--- config.mk ---
export PLATFORM = sky130hd
export DESIGN_NAME = keypad_matrix_scanner
export DESIGN_NICKNAME = d
export VERILOG_FILES = /design/src/rtl/keypad_matrix_scanner.sv
export SDC_FILE = /design/constraint.sdc
export NUM_CORES = 1
export LEC_CHECK = 0
export BUFFER_PORTS_ARGS = -buffer_cell sky130_fd_sc_hd__buf_2
export CAP_MARGIN = 20
export CORE_MARGIN = 2
export CORE_UTILIZATION = 60
export DETAILED_ROUTE_END_ITERATION = 16
export HOLD_SLACK_MARGIN = 0.03
export PLACE_DENSITY = 0.78
export SLEW_MARGIN = 30
export SYNTH_ARGS = -nofsm -noshare
export SYNTH_HDL_FRONTEND = slang
export SYNTH_SLANG_ARGS = --single-unit
export TNS_END_PERCENT = 50
--- constraint.sdc ---
create_clock -name clk -period 8.2 [get_ports clk]
set_clock_uncertainty 0.05 [all_clocks]
set_input_delay 0.41 -clock clk [delete_from_list [all_inputs] [get_ports clk]]
set_output_delay 0.41 -clock clk [all_outputs]
set_load 0.02 [all_outputs]
--- src/rtl/keypad_matrix_scanner.sv ---
// 4x4 matrix keypad scanner: column drive, row sampling, full-scan debounce,
// single-key encoding and a valid/ack event port with overflow indication.
module keypad_matrix_scanner #(
    parameter int SCAN_TICKS     = 50000,
    parameter int DEBOUNCE_SCANS = 4
) (
    input  logic       clk,
    input  logic       rst_n,
    input  logic [3:0] row_in,
    output logic [3:0] col_out,
    output logic [3:0] key_code,
    output logic       key_valid,
    input  logic       key_ack,
    output logic       key_held,
    output logic       overflow
);

    localparam int TICK_W = (SCAN_TICKS > 1) ? $clog2(SCAN_TICKS) : 1;
    localparam int CNT_W  = $clog2(DEBOUNCE_SCANS + 1);
    localparam logic [TICK_W-1:0] TICK_LAST = TICK_W'(SCAN_TICKS - 1);
    localparam logic [CNT_W-1:0]  CNT_MAX   = CNT_W'(DEBOUNCE_SCANS);

    typedef enum logic [1:0] {CLS_NONE, CLS_KEY, CLS_GHOST} cls_t;
    typedef enum logic {IDLE, PRESSED} state_t;

    function automatic logic [4:0] count_ones(input logic [15:0] v);
        logic [4:0] n;
        n = '0;
        for (int i = 0; i < 16; i++) n = n + 5'(v[i]);
        return n;
    endfunction

    function automatic logic [3:0] encode(input logic [15:0] v);
        logic [3:0] k;
        k = '0;
        for (int i = 15; i >= 0; i--) if (v[i]) k = 4'(i);
        return k;
    endfunction

    function automatic logic [CNT_W-1:0] sat_inc(input logic [CNT_W-1:0] c);
        return (c == CNT_MAX) ? c : c + CNT_W'(1);
    endfunction

    logic [3:0]        row_p0, row_p1;
    logic [TICK_W-1:0] tick;
    logic [1:0]        col;
    logic [15:0]       snapshot, snap_next;
    logic              slot_end, scan_end;
    cls_t              scan_cls, cand_cls, cand_cls_d;
    logic [3:0]        scan_code, cand_code, cand_code_d;
    logic [CNT_W-1:0]  match, match_d;
    state_t            state, state_d;
    logic [3:0]        stable_code, stable_code_d;
    logic              fire;

    // Stage p0/p1: two-flop synchronizer for the asynchronous row inputs
    always_ff @(posedge clk or negedge rst_n) begin
        if (!rst_n) begin
            row_p0 <= 4'hF;
            row_p1 <= 4'hF;
        end else begin
            row_p0 <= row_in;
            row_p1 <= row_p0;
        end
    end

    assign slot_end = (tick == TICK_LAST);
    assign scan_end = slot_end && (col == 2'd3);
    assign col_out  = ~(4'b0001 << col);

    always_ff @(posedge clk or negedge rst_n) begin
        if (!rst_n) begin
            tick     <= '0;
            col      <= '0;
            snapshot <= '0;
        end else begin
            tick <= slot_end ? '0 : tick + TICK_W'(1);
            if (slot_end) begin
                col      <= col + 2'd1;
                snapshot <= snap_next;
            end
        end
    end

    // The column-3 samples are merged combinationally so the boundary sees a complete scan
    always_comb begin
        snap_next = snapshot;
        if (slot_end) begin
            for (int r = 0; r < 4; r++) snap_next[{r[1:0], col}] = ~row_p1[r];
        end
    end

    always_comb begin
        scan_code = encode(snap_next);
        case (count_ones(snap_next))
            5'd0:    scan_cls = CLS_NONE;
            5'd1:    scan_cls = CLS_KEY;
            default: scan_cls = CLS_GHOST;
        endcase
    end

    always_comb begin
        cand_cls_d  = cand_cls;
        cand_code_d = cand_code;
        match_d     = match;
        if (scan_cls == CLS_GHOST) begin
            cand_cls_d  = CLS_GHOST;
            cand_code_d = '0;
            match_d     = '0;
        end else if (scan_cls == cand_cls && scan_code == cand_code) begin
            match_d = sat_inc(match);
        end else begin
            cand_cls_d  = scan_cls;
            cand_code_d = scan_code;
            match_d     = CNT_W'(1);
        end
    end

    always_ff @(posedge clk or negedge rst_n) begin
        if (!rst_n) begin
            cand_cls  <= CLS_NONE;
            cand_code <= '0;
            match     <= '0;
        end else if (scan_end) begin
            cand_cls  <= cand_cls_d;
            cand_code <= cand_code_d;
            match     <= match_d;
        end
    end

    always_comb begin
        state_d       = state;
        stable_code_d = stable_code;
        fire          = 1'b0;
        if (scan_end && match_d == CNT_MAX && cand_cls_d != CLS_GHOST) begin
            case (state)
                IDLE: begin
                    if (cand_cls_d == CLS_KEY) begin
                        state_d       = PRESSED;
                        stable_code_d = cand_code_d;
                        fire          = 1'b1;
                    end
                end
                PRESSED: begin
                    if (cand_cls_d == CLS_NONE) begin
                        state_d = IDLE;
                    end else if (cand_code_d != stable_code) begin
                        stable_code_d = cand_code_d;
                        fire          = 1'b1;
                    end
                end
                default: state_d = IDLE;
            endcase
        end
    end

    always_ff @(posedge clk or negedge rst_n) begin
        if (!rst_n) begin
            state       <= IDLE;
            stable_code <= '0;
        end else begin
            state       <= state_d;
            stable_code <= stable_code_d;
        end
    end

    assign key_held = (state == PRESSED);

    // An ack in the same cycle as a new event frees the slot, so the event is taken
    always_ff @(posedge clk or negedge rst_n) begin
        if (!rst_n) begin
            key_code  <= '0;
            key_valid <= 1'b0;
            overflow  <= 1'b0;
        end else begin
            overflow <= 1'b0;
            if (fire) begin
                if (!key_valid || key_ack) begin
                    key_code  <= stable_code_d;
                    key_valid <= 1'b1;
                end else begin
                    overflow <= 1'b1;
                end
            end else if (key_valid && key_ack) begin
                key_valid <= 1'b0;
            end
        end
    end

endmodule

==> Yosys cells after proc, flatten, opt, wreduce, memory -nomap -nowiden <==
Cells that the tools add are included.
{ "totals": {"wordCells": 129, "in_bits": 7, "regBits": 62, "out_inout_bits": 11} }
{ "op_classes": {"n_reduce_logical": 16, "magnitude_cmp": 8, "mux": 55, "n_addsub": 18, "eq_ne": 12, "shift": 1, "n_bitwise": 6} }
{ "op_table": {"columns": ["op", "n"], "rows": [
  ["$mux W4", 22],
  ["$bwmux W16", 4],
  ["$add A5 B1 Y5", 11],
  ["$mux W16", 2],
  ["$add A16 B1 Y16 const B", 1],
  ["$eq A16 B16 Y1 const B", 1],
  ["$mux W1", 14],
  ["$lt A4 B5 Y1 const B", 2],
  ["$logic_and A1 B1 Y1", 9],
  ["$mux W3", 3],
  ["$demux W1 S2", 4],
  ["$ge A4 B1 Y1 const B", 2],
  ["$pmux W4 S2", 1],
  ["$eq A3 B3 Y1 const B", 2],
  ["$add A4 B1 Y5", 1],
  ["$eq A5 B1 Y1 const B", 1],
  ["$logic_not A5 Y1", 1],
  ["$lt A2 B5 Y1 const B", 1],
  ["$lt A3 B5 Y1 const B", 1],
  ["$not A1 Y1", 5],
  ["$add A3 B1 Y4", 1],
  ["$eq A2 B2 Y1 const B", 2],
  ["$eq A4 B4 Y1", 1],
  ["$mux W2", 2],
  ["other kinds (20)", 22]
]} }

==> Depth between registers and ports, before layout <==
Gate-level depths: netlist (run 1).
{ "logic_depth": {"word_depth": 37, "mapped_depth": 27, "depth_no_buf": 25} }

==> Worst setup path after synthesis (run 1) <==
No wires, ideal clock.
{ "synth_timing": {"path_type": "flip-flop to flip-flop", "from": "register tick[4]", "to": "register key_code[0]", "path_slack_ns": 1.395, "arrival_time_ns": 6.628, "path_stages_with_launch": 24, "setup_ns": 0.128, "required_ns": 8.022, "synth_period_minus_slack_ns": 6.805, "path_cell_list": "dfrtp_1 or4b_1 buf_4 or4_4 buf_6 o21ai_0 inv_1 fa_1 fa_1 fa_1 fa_1 inv_1 ha_1 inv_1 fa_1 a211oi_1 mux2i_1 nor2_1 o221ai_1 nand2b_1 a221oi_1 nand4_1 and3_1 mux2_1"} }
{ "synth_between": {"elab_chain_len": 29} }
{ "synth_lines": {"columns": ["item", "line_no", "source"], "rows": [
  ["start: declaration", "45", "logic [TICK_W-1:0] tick;"],
  ["start signal: assignment", "77", "tick <= slot_end ? '0 : tick + TICK_W'(1);"],
  ["$eq A16 B16 Y1 *", "67", "assign slot_end = (tick == TICK_LAST);"],
  ["$mux W16", "88", "if (slot_end) begin"],
  ["$add A1 B1 Y2", "29", "for (int i = 0; i < 16; i++) n = n + 5'(v[i]);"],
  ["$add A2 B1 Y3", "29", null],
  ["$add A3 B1 Y4", "29", null],
  ["$add A4 B1 Y5", "29", null],
  ["$add A5 B1 Y5 (11 in a row)", "29", null],
  ["$eq A5 B1 Y1 / $logic_not A5 Y1 (equally long branches)", "95", "case (count_ones(snap_next))"],
  ["[... 3 more ...]", null, null],
  ["$mux W4", "110", "end else if (scan_cls == cand_cls && scan_code == cand_code) begin"],
  ["$mux W4", "106", "if (scan_cls == CLS_GHOST) begin"],
  ["$ne A4 B4 Y1", "147", "end else if (cand_code_d != stable_code) begin"],
  ["$mux W1", "147", null],
  ["$mux W1", "145", "if (cand_cls_d == CLS_NONE) begin"],
  ["$pmux W1 S2", "136", "case (state)"],
  ["$mux W1", "135", "if (scan_end && match_d == CNT_MAX && cand_cls_d != CLS_GHOST) begin"],
  ["$reduce_and A2 Y1 (no source line)", null, null],
  ["end signal: assignment", "179", "key_code <= stable_code_d;"],
  ["end: declaration", "11", "output logic [3:0] key_code,"]
]} }
Mark *: on every way between the ends. The rest lies on a longest branch, timed or not.
A chain may end at the register's enable or synchronous reset.

==> Worst setup path after layout (run 1) <==
{ "layout_timing": {"from": "register tick[4]", "to": "register key_code[2]"} }
Same word-level chain as after synthesis.

==> results_tabular.tex, run 1 <==
\begin{tabular}{lr}
\hline
Metric & Value \\
\hline
\multicolumn{2}{l}{\textbf{Global route}} \\
\quad Vias in the first global route & 3,507 \\
\quad Antenna violations before repair & 0 \\
\quad Grt ovf & 0 \\
\quad First-pass GRT wire length & 17.5 mm \\
\quad Pin count of the biggest net entering global routing & 63 \\
\quad Total global routing track utilization & 30.3\% \\
\multicolumn{2}{l}{\textbf{Timing}} \\
\quad Setup tns final & 0 ns \\
\quad Final cycle utilization of the critical path & 92.2\% \\
\quad Max-slew violation count & 0 \\
\quad Final-report setup violation count & 0 \\
\quad Setup WS post-layout & 0.638 ns \\
\quad Unrepaired setup endpoints after global routing & false \\
\quad Pin slew with the least headroom to its limit & 0.765 ns \\
\quad Final min period & 7.56 ns \\
\quad Hold violation count in the final report & 0 \\
\quad Peak Freq & 132 MHz \\
\quad Slew HR & 49.0\% \\
\multicolumn{2}{l}{\textbf{Routing}} \\
\quad Detailed-route DRC error count & 0 \\
\quad Remaining antenna violation count after routing & 0 \\
\quad Via density per instance & 6.48 \\
\quad Vias post-DR & 3,662 \\
\quad Detail-routed net length per standard cell & 18.1 um \\
\quad First DRT Iteration DRCs & 424 \\
\quad Number of optimization iterations in the first detailed-route pass & 5 \\
\quad Total wire length & 10.3 mm \\
\multicolumn{2}{l}{\textbf{Floorplanning}} \\
\quad Total Die Area & 7550 um\^{}2 \\
\quad Total I/O pin count & 18 \\
\quad Die width & 86.9 um \\
\quad Starting utilization of the core area & 61.3\% \\
\quad Floorplan core area & 6720 um\^{}2 \\
\quad Vertical extent of the die & 86.9 um \\
\quad Total number of placement rows & 30 \\
\multicolumn{2}{l}{\textbf{Logic synthesis}} \\
\quad Mean instance size in the synthesized netlist & 8.90 um\^{}2 \\
\quad Mapped Nets & 492 \\
\quad Number of flip-flops and latches in the synthesized netlist & 62 \\
\quad Share of the yosys chip area belonging to registers & 37.9\% \\
\quad Total number of yosys warnings & 0 \\
\quad Synth Instances & 463 \\
\quad Distinct cell type count of the synthesized netlist & 68 \\
\quad Top\_reg\_cell synth & dfrtp\_1 \\
\quad Netlist area before placement & 4120 um\^{}2 \\
\quad Async S/R FF share, synth & 100\% \\
\quad Number of enable flip-flop cells after synthesis & 0 \\
\multicolumn{2}{l}{\textbf{Worst setup path}} \\
\quad Worst Path Arrival & 7.78 ns \\
\quad Nature of the critical path startpoint & flop \\
\quad Top fanout value on the critical path & 14 \\
\quad Cell-by-cell listing of the critical path & or4b\_1 > nor4\_4 > nand2\_1 > o21ai\_0 > inv\_1 > fa\_1 > fa\_1 > fa\_1 > fa\_1 > inv\_1 > ha\_1 > inv\_1 > fa\_1 > a211oi\_1 > mux2i\_1 > or2\_0 > o32ai\_1 > o31a\_1 > nand3\_1 > a2111oi\_4 > and3\_4 > mux2i\_1 \\
\quad Capturing element type of the critical path & flop \\
\quad Class of the most critical setup path & reg2reg \\
\quad Most numerous cell on the critical path & fa\_1 \\
\quad Library cell contributing the largest single delay on the critical path & or4b\_1 \\
\quad CP max stage delay & 0.72 ns \\
\quad Required time reported for the critical path endpoint & 8.42 ns \\
\multicolumn{2}{l}{\textbf{Clock network}} \\
\quad Clock sink total & 62 \\
\quad Resize count post-CTS & 0 \\
\quad Maximum clock path buffer count & 2 \\
\quad Later-pin clock latency in the skew report & 0.34 ns \\
\quad Inserted Clock Buffers & 9 \\
\quad Post-CTS repair timing setup buffer count & 0 \\
\quad Cell at the root of the clock tree & clkbuf\_8 \\
\quad CTS tree & yes \\
\quad Clock H-tree levels & 3 \\
\quad Register clock-pin slew on the reported worst setup and hold paths & 0.07 ns \\
\quad Hold-fix buffers, CTS & 0 \\
\multicolumn{2}{l}{\textbf{Place}} \\
\quad Total half-perimeter wirelength after legalization and detailed placement & 7.55 mm \\
\quad Number of I/O port buffers & 17 \\
\quad RD Place Congestion & 0.983 \\
\quad Cell Area, Placed & 4270 um\^{}2 \\
\quad Pre-CTS setup slack & 0.809 ns \\
\multicolumn{2}{l}{\textbf{Power}} \\
\quad Tot Pwr & 595 uW \\
\quad Peak ir drop on the vdd network & 0.0977 mV \\
\quad Leakage power & 1.90 nW \\
\quad Power per unit of standard cell area & 133 nW/um\^{}2 \\
\multicolumn{2}{l}{\textbf{Worst hold path}} \\
\quad Type of the most critical hold path & in2reg \\
\multicolumn{2}{l}{\textbf{Final layout}} \\
\quad N\_diodes & 0 \\
\quad Area delta synth->final & 8.44\% \\
\quad Fraction of final layout cells with drive strength greater than 1 & 12.6\% \\
\quad Register area & 1560 um\^{}2 \\
\quad Area taken by multi-input logic gates & 2310 um\^{}2 \\
\quad Number of nets in the layout & 509 \\
\quad Post-route design area & 4470 um\^{}2 \\
\quad Layout filler cell count & 543 \\
\multicolumn{2}{l}{\textbf{Run}} \\
\quad Maxcap violations & 0 \\
\multicolumn{2}{l}{\textbf{Outcome}} \\
\quad Status & finished clean \\
\hline
\end{tabular}
==> placed cells by master (no fill, tap or decap), drive strengths merged, types with 3 or more instances in the layout <==
master	n
o31ai	4
mux2i	8
a41oi	3
dfrtp	54
fa	10
and2	4
nand2b	6
o2111ai	3
buf	23
or2	3
ha	12
dfstp	8
a21oi	13
nor3	8
nand4	13
a31oi	8
a211oi	13
a211o	3
xor2	10
nor2	31
o21ai	43
nand3	16
or4	4
and3	8
o22ai	4
clkbuf	15
inv	43
xnor2	6
nor4	13
or3	3
nand2	57
==> synthesized netlist by cell type, drive strengths merged, types with 10 or more instances <==
cell    instances  area [um^2]
a211oi         13          108
a21oi          13         65.1
clkbuf         14         52.6
dfrtp          54         1350
fa             10          200
ha             12          150
inv            43          161
nand2          57          216
nand3          16         80.1
nand4          13         81.3
nor2           31          116
nor4           13          111
o21ai          43          219
xor2           10         87.6
==> where the power goes <==
part | switching (mW) | internal [mW]
clock network | 0.117 | 0.158
registers | 0.00320 | 0.310
logic | 0.00594 | 0.00170
total | 0.126 | 0.469
==> kinds of logic (layout without fill, tap and decap cells) <==
group	count (synthesis)	count (layout)	synth area share, %
mux	10	10	2.49
flops	62	62	37.9
compound gates	116	116	19.2
simple gates	175	175	22.5
buf+inv	62	84	6.01
fa+ha+maj	22	22	8.50
xor+xnor	16	16	3.40
==> worst paths after layout <==
kind | endpoint | start | cells past startpoint | slack, ns
worst max-delay path | key_code[2] | tick[4] | 22 | 0.64
worst min-delay path | row_p0[0] | row_in[0] | 1 | 0.11
worst max register to register | key_code[2] | tick[4] | 22 | 0.64
worst min register to register | row_p1[3] | row_p0[3] | 0 | 0.30
max in group asynchronous | key_code[2] | rst_n | 2 | 7.42
min in group asynchronous | col[0] | rst_n | 2 | 0.16
==> sequential cells by signal, summed over array words and instances (netlist names), named ones only <==
register,cells
col,2
tick,16
snapshot,16
row_p1,4
cand_code,4
row_p0,4
match,3
stable_code,4
key_code,4
overflow,1
cand_cls,2
key_valid,1
==> routing by layer <==
layer / vias up / wire (um) / track usage (%) / share of wire [%]
met2: 200 / 4810 / 48.0 / 47
met3: 37 / 868 / 6.82 / 8.5
met4: 0 / 260 / 10.5 / 2.5
met5: - / 0 / 0 / 0
li1: 1700 / - / - / -
met1: 1725 / 4310 / 41.1 / 42
==> worst max-delay path, delay by kind of cell, from the launching register on <==
kind / cells / cell delay, ns
simple gates: 6 / 2.37
buf+inv: 3 / 0.23
fa+ha+maj: 6 / 2.55
mux: 2 / 0.32
flops: 1 / 0.43
compound gates: 5 / 1.53
==> metrics by stage <==
step                hold WS, ns  utilization [%]  cells
detailed placement        0.297             63.6    549
global placement          0.296             63.6    549
finish                    0.107             66.5    565
floorplan                0.0644                -    463
CTS                      0.0954             66.5    565
global route             0.0881             66.5    565
==> area by class of cell <==
cell class | instances | area share, %
clock buffer | 15 | 3.72
clock inverter | 1 | 0.672
inverter | 45 | 3.78
multi-input combinational | 339 | 51.7
sequential | 62 | 34.9
tap | 80 | 2.24
timing repair buffer | 23 | 2.91
No activity file was read; power rests on OpenSTA's default activity.
==> run 2, diff against run 1 <==
- clock period: 8.2 -> 8.9 ns (I/O delays scaled with it)
==> results_tabular.tex, run 2 (synthesized netlist as in run 1, its figures left out) <==
\begin{tabular}{lr}
\hline
Metric & Value \\
\hline
\multicolumn{2}{l}{\textbf{Timing}} \\
\quad Final min period & 8.09 ns (was 7.56 ns) \\
\quad Unrepaired setup endpoints after global routing & false (unchanged) \\
\quad Hold violation count in the final report & 0 (unchanged) \\
\quad Final worst hold slack & 0.134 ns (was 0.107 ns) \\
\quad Pin slew with the least headroom to its limit & 0.889 ns (was 0.765 ns) \\
\quad Setup WS post-layout & 0.805 ns (was 0.638 ns) \\
\quad Slew HR & 39.9\% (was 49.0\%) \\
\quad Peak Freq & 124 MHz (was 132 MHz) \\
\quad Max-slew violation count & 0 (unchanged) \\
\quad Final cycle utilization of the critical path & 91.0\% (was 92.2\%) \\
\quad Setup tns final & 0 ns (unchanged) \\
\quad Final-report setup violation count & 0 (unchanged) \\
\multicolumn{2}{l}{\textbf{Global route}} \\
\quad First-pass GRT wire length & 17.9 mm (was 17.5 mm) \\
\quad Total global routing track utilization & 31.3\% (was 30.3\%) \\
\quad Grt ovf & 0 (unchanged) \\
\quad Antenna violations before repair & 0 (unchanged) \\
\quad Vias in the first global route & 3,490 (was 3,507) \\
\quad Pin count of the biggest net entering global routing & 63 (unchanged) \\
\multicolumn{2}{l}{\textbf{Worst setup path}} \\
\quad Required time reported for the critical path endpoint & 9.08 ns (was 8.42 ns) \\
\quad Most numerous cell on the critical path & fa\_1 (unchanged) \\
\quad Top fanout value on the critical path & 13 (was 14) \\
\quad Crit path buffers/inverters & 3 (unchanged) \\
\quad Class of the most critical setup path & reg2reg (unchanged) \\
\quad Cell-by-cell listing of the critical path & nor4b\_1 > nand4\_1 > mux2i\_1 > inv\_1 > fa\_1 > fa\_1 > fa\_1 > fa\_1 > inv\_1 > ha\_1 > inv\_1 > fa\_1 > a211oi\_1 > mux2i\_1 > nor2\_1 > o221ai\_1 > nand2b\_1 > a221oi\_1 > nand4\_1 > and3\_1 > mux2\_1 (was or4b\_1 > nor4\_4 > nand2\_1 > o21ai\_0 > inv\_1 > fa\_1 > fa\_1 > fa\_1 > fa\_1 > inv\_1 > ha\_1 > inv\_1 > fa\_1 > a211oi\_1 > mux2i\_1 > or2\_0 > o32ai\_1 > o31a\_1 > nand3\_1 > a2111oi\_4 > and3\_4 > mux2i\_1) \\
\quad CP max stage delay & 0.79 ns (was 0.72 ns) \\
\quad Nature of the critical path startpoint & flop (unchanged) \\
\quad Worst Path Arrival & 8.28 ns (was 7.78 ns) \\
\quad Capturing element type of the critical path & flop (unchanged) \\
\quad CP top delay family & simple AND/OR/NAND/NOR gates (was adder cells) \\
\quad Library cell contributing the largest single delay on the critical path & nor4b\_1 (was or4b\_1) \\
\multicolumn{2}{l}{\textbf{Final layout}} \\
\quad Fraction of final layout cells with drive strength greater than 1 & 12.3\% (was 12.6\%) \\
\quad N\_diodes & 0 (unchanged) \\
\quad Number of nets in the layout & 505 (was 509) \\
\quad Commonest cells after routing, fill and taps aside & nand2\_1 (56), dfrtp\_1 (54), o21ai\_0 (42), inv\_1 (42), nor2\_1 (31) (unchanged) \\
\quad Most frequent standard cell in the layout excluding fill and tap cells & nand2\_1 (unchanged) \\
\quad Area delta synth->final & 8.78\% (was 8.44\%) \\
\quad Registers with the most flip-flops & snapshot (16), tick (16) (unchanged) \\
\quad Layout filler cell count & 578 (was 543) \\
\quad Utilization after layout & 66.7\% (was 66.5\%) \\
\multicolumn{2}{l}{\textbf{Clock network}} \\
\quad Later-pin clock latency in the skew report & 0.35 ns (was 0.34 ns) \\
\quad Resize count post-CTS & 0 (unchanged) \\
\quad Cell at the root of the clock tree & clkbuf\_8 (unchanged) \\
\quad Clock sink total & 62 (unchanged) \\
\quad Post-CTS repair timing setup buffer count & 0 (unchanged) \\
\quad Clock H-tree levels & 3 (unchanged) \\
\quad Hold-fix buffers, CTS & 0 (unchanged) \\
\quad Inserted Clock Buffers & 9 (unchanged) \\
\quad Register clock-pin slew on the reported worst setup and hold paths & 0.07 ns (about the same) \\
\quad CTS tree & yes (unchanged) \\
\quad Maximum clock path buffer count & 2 (unchanged) \\
\multicolumn{2}{l}{\textbf{Outcome}} \\
\quad Status & finished clean (unchanged) \\
\multicolumn{2}{l}{\textbf{Place}} \\
\quad Number of I/O port buffers & 17 (unchanged) \\
\quad Pre-CTS setup slack & 0.922 ns (was 0.809 ns) \\
\quad Total half-perimeter wirelength after legalization and detailed placement & 7.74 mm (was 7.55 mm) \\
\quad RD Place Congestion & 0.984 (was 0.983) \\
\multicolumn{2}{l}{\textbf{Power}} \\
\quad Tot Pwr & 605 uW (was 595 uW) \\
\quad Peak ir drop on the vdd network & 0.101 mV (was 0.0977 mV) \\
\quad Leakage power & 1.91 nW (was 1.90 nW) \\
\quad Power per unit of standard cell area & 135 nW/um\^{}2 (was 133 nW/um\^{}2) \\
\multicolumn{2}{l}{\textbf{Floorplanning}} \\
\quad Starting utilization of the core area & 61.3\% (unchanged) \\
\quad Floorplan core area & 6720 um\^{}2 (unchanged) \\
\quad Total number of placement rows & 30 (unchanged) \\
\quad Die width & 86.9 um (unchanged) \\
\quad Total I/O pin count & 18 (unchanged) \\
\quad Vertical extent of the die & 86.9 um (unchanged) \\
\quad Total Die Area & 7550 um\^{}2 (unchanged) \\
\multicolumn{2}{l}{\textbf{Routing}} \\
\quad Total wire length & 10.9 mm (was 10.3 mm) \\
\quad Detailed-route DRC error count & 0 (unchanged) \\
\quad First DRT Iteration DRCs & 356 (was 424) \\
\quad Detail-routed net length per standard cell & 19.4 um (was 18.1 um) \\
\quad Number of optimization iterations in the first detailed-route pass & 5 (unchanged) \\
\quad Remaining antenna violation count after routing & 0 (unchanged) \\
\quad Via density per instance & 6.53 (was 6.48) \\
\quad Vias post-DR & 3,662 (unchanged) \\
\multicolumn{2}{l}{\textbf{Worst hold path}} \\
\quad Type of the most critical hold path & in2reg (unchanged) \\
\multicolumn{2}{l}{\textbf{Run}} \\
\quad Maxcap violations & 0 (unchanged) \\
\hline
\end{tabular}
run 2: cell types whose count changed in the layout (fill, tap and decap cells not counted):
cell       change
bufinv_16      +2
clkbuf_8       -1
buf_4          -4
clkbuf_1       -2
clkinv_2       +1
run 2: cell type report:
cell class,instances,area [um^2],share of cell area (%)
repair buffers,19,100,2.23
well taps,80,100,2.23
inverters,45,169,3.77
flip-flops and latches,62,1560,34.8
multi-input cells,339,2310,51.6
clock buffers,12,145,3.24
clock inverters,4,95.1,2.12
run 2: path summary, 6_finish.rpt:
check                           from     endpoint  slack [ns]  depth (start not counted)
setup / recovery            tick[11]  key_code[0]        0.81                         21
hold reg to reg            row_p0[1]    row_p1[1]        0.31                          0
max in group asynchronous      rst_n     tick[13]        8.07                          2
min in group asynchronous      rst_n       col[1]        0.20                          2
setup reg to reg            tick[11]  key_code[0]        0.81                         21
hold / removal             row_in[0]    row_p0[0]        0.13                          1
run 2: stage by stage:
stage | instances | instance area [um^2]
2_1_floorplan | 463 | 4120
3_3_place_gp | 545 | 4240
3_5_place_dp | 545 | 4240
4_1_cts | 561 | 4480
5_1_grt | 561 | 4480
6_report | 561 | 4480
run 2: layer usage:
metal | global-route usage, % | part of all wire (%) | up-vias
met5 | 0 | 0 | -
met4 | 15.3 | 4.3 | 0
li1 | - | - | 1693
met2 | 47.1 | 46 | 194
met3 | 8.06 | 7.6 | 41
met1 | 42.0 | 42 | 1734
run 2: where the power goes:
group | internal (mW) | switching [mW]
registers | 0.285 | 0.00292
clock network | 0.194 | 0.116
logic | 0.00157 | 0.00566
run 2: worst register-to-register path, cell delays in order (launching register included):
cell and delay (ns):
dfrtp_1 0.43, nor4b_1 0.79, nand4_1 0.73, mux2i_1 0.47, inv_1 0.12, fa_1 0.59
fa_1 0.45, fa_1 0.53, fa_1 0.43, inv_1 0.07, ha_1 0.16, inv_1 0.06
fa_1 0.39, a211oi_1 0.26, mux2i_1 0.16, nor2_1 0.51, o221ai_1 0.39, nand2b_1 0.32
a221oi_1 0.32, nand4_1 0.20, and3_1 0.25, mux2_1 0.33
==> run 3, diff against run 2 <==
- ABC_AREA: not set -> 1
- ABC_CLOCK_PERIOD_IN_PS: not set -> 10100
- clock period: 8.9 -> 10.1 ns (I/O delays scaled with it)
==> results_tabular.tex, run 3 <==
\begin{tabular}{lr}
\hline
Metric & Value \\
\hline
\multicolumn{2}{l}{\textbf{Global route}} \\
\quad Pin count of the biggest net entering global routing & 63 (unchanged) \\
\quad First-pass GRT wire length & 13.5 mm (was 17.9 mm) \\
\quad Grt ovf & 0 (unchanged) \\
\quad Antenna violations before repair & 0 (unchanged) \\
\quad Vias in the first global route & 2,957 (was 3,490) \\
\quad Total global routing track utilization & 24.4\% (was 31.3\%) \\
\multicolumn{2}{l}{\textbf{Power}} \\
\quad Tot Pwr & 534 uW (was 605 uW) \\
\quad Power per unit of standard cell area & 128 nW/um\^{}2 (was 135 nW/um\^{}2) \\
\quad Peak ir drop on the vdd network & 0.0991 mV (was 0.101 mV) \\
\quad Leakage power & 2.32 nW (was 1.91 nW) \\
\multicolumn{2}{l}{\textbf{Clock network}} \\
\quad Clock H-tree levels & 3 (unchanged) \\
\quad Post-CTS repair timing setup buffer count & 0 (unchanged) \\
\quad Later-pin clock latency in the skew report & 0.35 ns (about the same) \\
\quad Cell at the root of the clock tree & clkbuf\_8 (unchanged) \\
\quad Hold-fix buffers, CTS & 0 (unchanged) \\
\quad CTS tree & yes (unchanged) \\
\quad Register clock-pin slew on the reported worst setup and hold paths & 0.07 ns (about the same) \\
\quad Inserted Clock Buffers & 9 (unchanged) \\
\quad Maximum clock path buffer count & 2 (unchanged) \\
\quad Clock sink total & 62 (unchanged) \\
\quad Resize count post-CTS & 0 (unchanged) \\
\multicolumn{2}{l}{\textbf{Outcome}} \\
\quad Status & finished clean (unchanged) \\
\multicolumn{2}{l}{\textbf{Final layout}} \\
\quad Number of nets in the layout & 505 (unchanged) \\
\quad Area delta synth->final & 11.6\% (was 8.78\%) \\
\quad Fraction of final layout cells with drive strength greater than 1 & 19.3\% (was 12.3\%) \\
\quad Post-route design area & 4160 um\^{}2 (was 4480 um\^{}2) \\
\quad Final instance count without filler cells & 556 (was 561) \\
\quad Registers with the most flip-flops & snapshot (16), tick (16) (unchanged) \\
\quad Most frequent standard cell in the layout excluding fill and tap cells & nand2\_1 (unchanged) \\
\quad Utilization after layout & 69.9\% (was 66.7\%) \\
\quad Commonest cells after routing, fill and taps aside & nand2\_1 (103), inv\_1 (90), dfrtp\_1 (54) (was nand2\_1 (56), dfrtp\_1 (54), o21ai\_0 (42), inv\_1 (42), nor2\_1 (31)) \\
\quad N\_diodes & 0 (unchanged) \\
\multicolumn{2}{l}{\textbf{Place}} \\
\quad Cell Area, Placed & 3910 um\^{}2 (was 4240 um\^{}2) \\
\quad RD Place Congestion & 0.892 (was 0.984) \\
\quad Pre-CTS setup slack & 3.31 ns (was 0.922 ns) \\
\quad Number of I/O port buffers & 17 (unchanged) \\
\quad Total half-perimeter wirelength after legalization and detailed placement & 5.46 mm (was 7.74 mm) \\
\quad Count of placed standard cells including taps & 540 (was 545) \\
\multicolumn{2}{l}{\textbf{Worst setup path}} \\
\quad Library cell contributing the largest single delay on the critical path & fa\_1 (was nor4b\_1) \\
\quad Most numerous cell on the critical path & nand2\_1 (was fa\_1) \\
\quad Capturing element type of the critical path & flop (unchanged) \\
\quad Critical path destination & key\_code[0] (unchanged) \\
\quad Required time reported for the critical path endpoint & 10.29 ns (was 9.08 ns) \\
\quad Cell count of the worst reg-to-reg path & 32 (was 21) \\
\quad Worst Path Arrival & 7.04 ns (was 8.28 ns) \\
\quad Class of the most critical setup path & reg2reg (unchanged) \\
\quad CP max stage delay & 0.57 ns (was 0.79 ns) \\
\quad Top fanout value on the critical path & 9 (was 13) \\
\quad Setup slack of the most critical reg-to-reg path & 3.24 ns (was 0.81 ns) \\
\quad Nature of the critical path startpoint & flop (unchanged) \\
\quad Startpoint of the most critical register-to-register path & tick[0] (was tick[11]) \\
\quad End of the worst register-to-register path & key\_code[0] (unchanged) \\
\quad First element of the critical path & tick[0] (was tick[11]) \\
\multicolumn{2}{l}{\textbf{Logic synthesis}} \\
\quad Top\_reg\_cell synth & dfrtp\_1 (unchanged) \\
\quad Synth Instances & 448 (was 463) \\
\quad Total number of yosys warnings & 0 (unchanged) \\
\quad Mean instance size in the synthesized netlist & 8.33 um\^{}2 (was 8.90 um\^{}2) \\
\quad Share of the yosys chip area belonging to registers & 41.9\% (was 37.9\%) \\
\quad Number of flip-flops and latches in the synthesized netlist & 62 (unchanged) \\
\quad Netlist area before placement & 3730 um\^{}2 (was 4120 um\^{}2) \\
\quad Commonest cells in the netlist & nand2\_1 (103), inv\_1 (90), dfrtp\_1 (54) (was nand2\_1 (56), dfrtp\_1 (54), inv\_1 (42), o21ai\_0 (42), nor2\_1 (31)) \\
\quad Async S/R FF share, synth & 100\% (unchanged) \\
\quad Largest area contributor in the netlist & dfrtp\_1 (unchanged) \\
\quad Area share of the largest cell type after synthesis & 36.2\% (was 32.8\%) \\
\quad Distinct cell type count of the synthesized netlist & 40 (was 68) \\
\quad Main area contributors after synthesis & dfrtp\_1 (36\%), nand2\_1 (10\%), inv\_1 (9.1\%), dfstp\_2 (5.6\%), fa\_1 (5.4\%) (was dfrtp\_1 (33\%), dfstp\_2 (5.1\%), nand2\_1 (5.1\%), o21ai\_0 (5.1\%), fa\_1 (4.9\%)) \\
\quad Most instantiated library cell after synthesis & nand2\_1 (unchanged) \\
\quad Mapped Nets & 477 (was 492) \\
\quad Number of enable flip-flop cells after synthesis & 0 (unchanged) \\
\multicolumn{2}{l}{\textbf{Timing}} \\
\quad Max-slew violation count & 0 (unchanged) \\
\quad Unrepaired setup endpoints after global routing & false (unchanged) \\
\quad Pin slew with the least headroom to its limit & 0.777 ns (was 0.889 ns) \\
\quad Setup tns final & 0 ns (unchanged) \\
\quad Slew HR & 48.2\% (was 39.9\%) \\
\quad Final cycle utilization of the critical path & 67.9\% (was 91.0\%) \\
\quad Final-report setup violation count & 0 (unchanged) \\
\quad Final min period & 6.86 ns (was 8.09 ns) \\
\quad Setup WS post-layout & 3.24 ns (was 0.805 ns) \\
\quad Hold violation count in the final report & 0 (unchanged) \\
\quad Peak Freq & 146 MHz (was 124 MHz) \\
\quad Final worst hold slack & 0.210 ns (was 0.134 ns) \\
\multicolumn{2}{l}{\textbf{Routing}} \\
\quad Total wire length & 7.50 mm (was 10.9 mm) \\
\quad Vias post-DR & 2,906 (was 3,662) \\
\quad Number of optimization iterations in the first detailed-route pass & 5 (unchanged) \\
\quad Detail-routed net length per standard cell & 13.5 um (was 19.4 um) \\
\quad Remaining antenna violation count after routing & 0 (unchanged) \\
\quad Detailed-route DRC error count & 0 (unchanged) \\
\quad Via density per instance & 5.23 (was 6.53) \\
\quad First DRT Iteration DRCs & 185 (was 356) \\
\multicolumn{2}{l}{\textbf{Floorplanning}} \\
\quad Starting utilization of the core area & 62.6\% (was 61.3\%) \\
\quad Total I/O pin count & 18 (unchanged) \\
\quad Floorplan core area & 5960 um\^{}2 (was 6720 um\^{}2) \\
\quad Total number of placement rows & 28 (was 30) \\
\quad Total Die Area & 6860 um\^{}2 (was 7550 um\^{}2) \\
\quad Die width & 82.9 um (was 86.9 um) \\
\quad Vertical extent of the die & 82.9 um (was 86.9 um) \\
\multicolumn{2}{l}{\textbf{Worst hold path}} \\
\quad Type of the most critical hold path & in2reg (unchanged) \\
\multicolumn{2}{l}{\textbf{Run}} \\
\quad Maxcap violations & 0 (unchanged) \\
\hline
\end{tabular}
-- run 3: changes by cell type after synthesis, moves of 8 or more --
cell      delta
a211oi_1    -10
a31oi_1      -8
clkbuf_1    -13
inv_1       +48
nand2_1     +47
nand2_2     +10
nand4_1      -8
nor2_1       +8
nor2_4       +9
nor4_1      -10
o21ai_0     -22
-- run 3: layout make-up --
type / count / area (um^2)
Inverter: 100 / 379
Clock inverter: 3 / 90.1
Fill cell: 477 / 1790
Clock buffer: 13 / 159
Sequential cell: 62 / 1560
Tap cell: 75 / 93.8
Timing Repair Buffer: 18 / 92.6
Multi-Input combinational cell: 285 / 1790
-- run 3: cell families (layout without fill, tap and decap cells) --
kind of cell               count (synthesis)  count (layout)  synth area share (%)
AOI/OAI and AO/OA                         46              46                  7.68
xor gates and xnor gates                   7               7                  1.64
and+or+nand+nor                          204             204                  27.5
DFF                                       62              62                  41.9
muxes                                      6               6                  1.71
adders and majority gates                 22              22                  9.39
buffers and inverters                    101             134                  10.3
-- run 3: worst min-delay path by stage --
stage                   start        end  slack (ns)  cells after the start
finish              row_in[0]  row_p0[0]        0.21                      1
global route        row_in[0]  row_p0[0]        0.19                      1
CTS                 row_in[0]  row_p0[0]        0.20                      1
detailed placement  row_p0[3]  row_p1[3]        0.30                      0
global placement    row_p0[3]  row_p1[3]        0.30                      0
floorplan               rst_n  async pin        0.16                      0
-- run 3: where the power goes --
part | internal [mW] | switching, mW | total (mW) | leakage [nW]
Sequential | 0.251 | 0.00104 | 0.252 | 0.819
Combinational | 0.00120 | 0.00527 | 0.00647 | 1.38
Clock | 0.178 | 0.0975 | 0.275 | 0.124
-- run 3: per-layer routing --
metal | vias up | track usage [%] | wire, um | part of all wire (%)
met3 | 21 | 4.77 | 310 | 4.1
met1 | 1374 | 32.3 | 3390 | 45
met4 | 0 | 10.9 | 166 | 2.2
met5 | - | 0 | 0 | 0
met2 | 80 | 39.1 | 3640 | 48
li1 | 1431 | - | - | -
-- run 3: critical path, delay by kind of cell (launching register included) --
kind                     cells  cell delay, ns
AO/OA/AOI/OAI                2            0.53
adder cells (fa/ha/maj)      7            2.83
buffers and inverters        5            0.32
flip-flops                   1            0.38
multiplexers                 1            0.39
AND/OR/NAND/NOR             17            2.26
